`src/rtl/lut_layer_scheduler.sv`:
```
// lut_layer_scheduler: time-multiplexed 6-input truth-table evaluation of one quantised LogicNets layer
//
// Ports:
//   clk_i        rising-edge clock
//   rst_ni       synchronous active-low reset
//   cfg_we_i     configuration write strobe (honoured in IDLE only)
//   cfg_addr_i   neuron number being configured (>= NUM_NEURONS ignored)
//   cfg_tt_i     truth table, bit a is the output for lookup address a
//   cfg_idx_i    fan-in indices, field j at [j*IDX_W +: IDX_W]
//   cfg_ready_o  configuration write would be accepted
//   in_valid_i   input activation vector valid
//   in_ready_o   input vector can be accepted
//   in_data_i    input activation vector
//   out_valid_o  packed result valid
//   out_ready_i  downstream accepts the result
//   out_data_o   packed neuron outputs, bit n is neuron n
//   busy_o       any state other than IDLE
module lut_layer_scheduler #(
    parameter int IN_WIDTH    = 64,
    parameter int NUM_NEURONS = 32,
    parameter int FANIN       = 6,
    parameter int IDX_W       = 6,
    parameter int NADDR_W     = 5
) (
    input  logic                     clk_i,
    input  logic                     rst_ni,
    input  logic                     cfg_we_i,
    input  logic [NADDR_W-1:0]       cfg_addr_i,
    input  logic [2**FANIN-1:0]      cfg_tt_i,
    input  logic [FANIN*IDX_W-1:0]   cfg_idx_i,
    output logic                     cfg_ready_o,
    input  logic                     in_valid_i,
    output logic                     in_ready_o,
    input  logic [IN_WIDTH-1:0]      in_data_i,
    output logic                     out_valid_o,
    input  logic                     out_ready_i,
    output logic [NUM_NEURONS-1:0]   out_data_o,
    output logic                     busy_o
);
    localparam int TT_W = 2**FANIN;
    localparam int IX_W = FANIN*IDX_W;
    localparam int XP_W = 2**IDX_W;
    localparam logic [NADDR_W-1:0] LAST = NADDR_W'(NUM_NEURONS-1);

    typedef enum logic [1:0] {IDLE, RUN, DRAIN, OUT} state_e;

    state_e                  state_q, state_d;
    logic [NADDR_W-1:0]      cnt_q, cnt_d, tag_q, tag_d;
    logic                    sv_q, sv_d;
    logic [NUM_NEURONS-1:0]  acc_q, acc_d;
    logic [IN_WIDTH-1:0]     x_q, x_d;
    logic [TT_W-1:0]         tt_q, tt_d;
    logic [IX_W-1:0]         idx_q, idx_d;

    logic [TT_W-1:0]         tt_mem  [NUM_NEURONS];
    logic [IX_W-1:0]         idx_mem [NUM_NEURONS];

    logic                    addr_ok;
    logic [XP_W-1:0]         x_pad;
    logic [FANIN-1:0]        lut_addr;
    logic                    lut_bit;

    assign addr_ok     = {1'b0, cfg_addr_i} < (NADDR_W+1)'(NUM_NEURONS);
    assign cfg_ready_o = state_q == IDLE;
    assign in_ready_o  = state_q == IDLE && !cfg_we_i;
    assign out_valid_o = state_q == OUT;
    assign out_data_o  = state_q == OUT ? acc_q : '0;
    assign busy_o      = state_q != IDLE;

    // Configuration only lands in IDLE so a running transaction sees a frozen table.
    always_ff @(posedge clk_i) begin
        if (cfg_we_i && state_q == IDLE && addr_ok) begin
            tt_mem[cfg_addr_i]  <= cfg_tt_i;
            idx_mem[cfg_addr_i] <= cfg_idx_i;
        end
    end

    // Zero-extended activations make out-of-range indices read as 0.
    always_comb begin
        x_pad = '0;
        x_pad[IN_WIDTH-1:0] = x_q;
    end

    always_comb begin
        lut_addr = '0;
        for (int j = 0; j < FANIN; j++)
            lut_addr[j] = x_pad[idx_q[j*IDX_W +: IDX_W]];
    end

    assign lut_bit = tt_q[lut_addr];

    always_comb begin
        state_d = state_q;
        cnt_d   = cnt_q;
        tag_d   = tag_q;
        sv_d    = 1'b0;
        acc_d   = acc_q;
        x_d     = x_q;
        tt_d    = tt_q;
        idx_d   = idx_q;
        if (sv_q)
            acc_d[tag_q] = lut_bit;
        case (state_q)
            IDLE: begin
                if (!cfg_we_i && in_valid_i) begin
                    x_d     = in_data_i;
                    cnt_d   = '0;
                    acc_d   = '0;
                    state_d = RUN;
                end
            end
            RUN: begin
                tt_d    = tt_mem[cnt_q];
                idx_d   = idx_mem[cnt_q];
                tag_d   = cnt_q;
                sv_d    = 1'b1;
                cnt_d   = cnt_q + 1'b1;
                state_d = cnt_q == LAST ? DRAIN : RUN;
            end
            DRAIN: state_d = OUT;
            OUT:   state_d = out_ready_i ? IDLE : OUT;
            default: state_d = IDLE;
        endcase
    end

    always_ff @(posedge clk_i) begin
        if (!rst_ni) begin
            state_q <= IDLE;
            cnt_q   <= '0;
            sv_q    <= 1'b0;
            acc_q   <= '0;
        end else begin
            state_q <= state_d;
            cnt_q   <= cnt_d;
            sv_q    <= sv_d;
            acc_q   <= acc_d;
        end
    end

    always_ff @(posedge clk_i) begin
        x_q   <= x_d;
        tt_q  <= tt_d;
        idx_q <= idx_d;
        tag_q <= tag_d;
    end
endmodule

```
`config.mk`:
```
export PLATFORM = sky130hd
export DESIGN_NAME = lut_layer_scheduler
export DESIGN_NICKNAME = d
export VERILOG_FILES = /design/src/rtl/lut_layer_scheduler.sv
export SDC_FILE = /design/constraint.sdc
export NUM_CORES = 2
export LEC_CHECK = 0
export BUFFER_PORTS_ARGS = -buffer_cell sky130_fd_sc_hd__buf_4
export CORE_UTILIZATION = 56
export DETAILED_ROUTE_END_ITERATION = 8
export PLACE_DENSITY = 0.75
export SYNTH_ARGS = -nofsm -noshare
export SYNTH_HDL_FRONTEND = slang
export SYNTH_SLANG_ARGS = --single-unit
```
`constraint.sdc`:
```
create_clock -name clk_i -period 6.1 [get_ports clk_i]
set_clock_uncertainty 0.2 [all_clocks]
set_input_delay 0.305 -clock clk_i [delete_from_list [all_inputs] [get_ports clk_i]]
set_output_delay 0.305 -clock clk_i [all_outputs]
set_load 0.05 [all_outputs]
```
==> flow_summary.toml <==
[global_route]
antenna_found_initial = 31
grt_util_all_layers_pct = 28.96
grt_max_degree = 122
grt_pass1_vias = 65690
overflow = 0
grt_first_pass_wirelength_um = 481300

[place]
numPortBuffers = 209
dp_slack_ps = 768.5
placedInstanceArea_sq_um = 138500
placed_cells = 8556
dp_hpwl_um = 167100
place_congestion = 0.8686

[synth]
async_reset_ff_share_pct = 0
synth_seq_cells = 3409
synth_edf_count = 3369
syn_area_sq_um = 131600
synth_ff_type = "edfxtp_1"
synth_warnings = 0
ys_seq_area_share_pct = 77.49
syn_area_per_cell_sq_um = 24.69
synthDistinctLibCells = 51
synthCells = 5330
syn_nets = 5506

[timing]
rsz0062_at_grt = "false"
drv_slew = 0
fin_setup_tns_ps = 0
finalSetupViolations = 0
hold_viol = 0
fmax_ghz = 0.1823
maxSlewHeadroom_pct = 9.894
fin_crit_ps = 5485
worst_slew_pin_slew_ps = 1348
fin_crit_sh_pct = 89.92
setup_slack_ps = 614.6
whs_ps = 95.03

[clocking]
clk_latency_ps = 980
tritoncts.num_buffers = 345
clk_pin_slew_ps = 60
clock_path_buffers = 4
clock-sinks = 3409
cts_resized = 0
htree_levels = 5
clk_root_buffer_cell = "clkbuf_16"
cts_tree = "done"

[final_layout]
fin_util_pct = 65.25
fillerInstances = 14180
fin_area_sq_um = 152000
final_nets = 6188
instances_no_fill = 9413
layout_common_cells = "3369 x edfxtp_1, 1102 x mux4_2, 355 x clkbuf_16"
final_common_cell = "edfxtp_1"
drive_gt1_share_pct = 33.67
area_growth_pct = 15.54

[worst_hold_path]
min_from = "cfg_idx_i[0]"
whs_endpoint = "idx_mem[30][0]"
min_path_cells = 2
hp-class = "in -> reg"

[power]
total_leakage_power_nw = 46.48
ir_drop_mv = 0.3106
finalPower_mw = 49.36
p_per_area_nw_per_um2 = 324.7

[routing]
dr.pass1.iters = 5
routed_wl_um = 339200
drcViolationCount = 0
drtIter0Drc = 8475
via_per_inst = 6.798
ant_nets = 0
wl_per_cell_um = 36.03
vias = 63990

[flow_run]
maxCapViolations = 0

[setup_path]
cp_cell_sequence = "mux4_2 > nand3b_1 > a41oi_1 > o21ai_1 > nand2_1 > and3_1 > o41ai_1 > nor4_1 > o41ai_4 > buf_4 > o21ai_1"
crit_family = "compound AO/OA/AOI/OAI gates"
crit_fanout = 32
crit_path_start_kind = "flip-flop"
rr_worst_depth = 11
path_buf_inv = 1
cp_common_cell = "o21ai_1"
r2r_setup_slack_ps = 610
endpoint_kind = "flip-flop"
crit_path_max_incr_delay_ps = 1020
crit_required_ps = 6700
rr_startpoint = "idx_q[6]"
reg2reg_to = "acc_q[23]"
crit_path_top_delay_cell = "edfxtp_1"
arrival_ps = 6080
critPathKind = "reg -> reg"
path_depth = 11

[outcome]
status = "finished clean"

[floorplanning]
rows = 177
pin_count = 210
start_util_pct = 56.48
dieArea_sq_um = 236900
fp.dieW_um = 486.7
die_height_um = 486.7
core-area_sq_um = 233000
==> synth_stat cells (3+ instances only) <==
| master | instances | area [sq um] |
|---|---|---|
| buf_2 | 11 | 55.05 |
| buf_1 | 73 | 274.0 |
| a31o_2 | 4 | 35.03 |
| nor2_1 | 57 | 214.0 |
| nand3b_1 | 5 | 37.54 |
| clkbuf_1 | 198 | 743.2 |
| nor4_1 | 6 | 37.54 |
| inv_1 | 9 | 33.78 |
| or4_1 | 3 | 22.52 |
| o21ai_1 | 32 | 160.2 |
| a211oi_1 | 3 | 22.52 |
| nor3b_1 | 5 | 37.54 |
| a21oi_1 | 16 | 80.08 |
| and4_1 | 5 | 43.79 |
| nand3_1 | 68 | 340.3 |
| o21ai_0 | 11 | 55.05 |
| o41ai_1 | 4 | 35.03 |
| mux2_2 | 101 | 1137 |
| nor3_1 | 3 | 15.01 |
| a221oi_1 | 4 | 35.03 |
| a22oi_1 | 13 | 97.59 |
| buf_4 | 4 | 30.03 |
| and3_1 | 45 | 281.5 |
| mux2i_1 | 38 | 380.4 |
| dfxtp_1 | 40 | 800.8 |
| buf_6 | 4 | 45.04 |
| nand2b_1 | 4 | 25.02 |
| and2_1 | 5 | 31.28 |
| edfxtp_1 | 3369 | 101200 |
| nor2b_1 | 5 | 31.28 |
| a311oi_1 | 4 | 35.03 |
| nand2_1 | 57 | 214.0 |
| mux4_2 | 1102 | 24820 |
==> worst register-to-register path: stages (launching register included) <==
cell,delay (ps)
edfxtp_1,1020
mux4_2,620
nand3b_1,100
a41oi_1,160
o21ai_1,720
nand2_1,670
and3_1,380
o41ai_1,410
nor4_1,170
o41ai_4,290
buf_4,420
o21ai_1,180
==> cells by family after synthesis <==
kind of cell | after synthesis | share of synthesized area (%)
flip-flops | 3409 | 77.49
multiplexers | 1241 | 20.01
buffers and inverters | 300 | 0.9005
AND/OR/NAND/NOR | 278 | 1.081
AO/OA/AOI/OAI | 99 | 0.4859
adder cells (fa/ha/maj) | 2 | 0.01901
XOR/XNOR | 1 | 0.006657
==> state kept, by name, summed over array words and instances (netlist names) <==
name and count:
idx_q 36, tag_q 5, sv_q 1, idx_mem 1152, state_q 2, tt_q 64, x_pad 64, tt_mem 2048
acc_q 32, cnt_q 5
==> how the worst max path moves through the flow <==
| stage | from | endpoint |
|---|---|---|
| detailed placement | idx_q[6] | acc_q[25] |
| global placement | idx_q[6] | acc_q[23] |
| floorplan | state_q[1] | idx_mem[12][0] |
| finish | idx_q[6] | acc_q[23] |
| CTS | idx_q[6] | acc_q[26] |
| global route | idx_q[6] | acc_q[12] |
==> cell type report <==
class	count	area (sq um)	share of cell area (%)
flip-flops and latches	3409	102000	67.08
multi-input cells	1621	28690	18.87
clock buffers	418	9150	6.019
repair buffers	625	6264	4.120
well taps	3132	3919	2.578
clock inverters	183	1939	1.276
inverters	10	42.54	0.02798
diodes	15	37.54	0.02469
==> per-layer routing <==
| layer | global-route usage, % | up-vias | wire length (um) |
|---|---|---|---|
| met4 | 10.36 | 26 | 12410 |
| met2 | 48.23 | 4390 | 171800 |
| met5 | 0 | - | 173 |
| met1 | 38.88 | 34120 | 122600 |
| li1 | - | 24670 | - |
| met3 | 5.077 | 790 | 32120 |
==> power by group <==
group | internal [mW] | switching [mW] | total, mW
Sequential | 25.9 | 0.136 | 26.1
Clock | 12.4 | 8.70 | 21.1
Combinational | 1.02 | 1.20 | 2.22
==> timing repair <==
action                                  in CTS  in global routing
hold buffers                               240                  0
setup buffers                                0                  0
hold endpoints to repair                  3335                  0
endpoints found under the setup margin       0                  0
(Power assumes the default switching activity.)
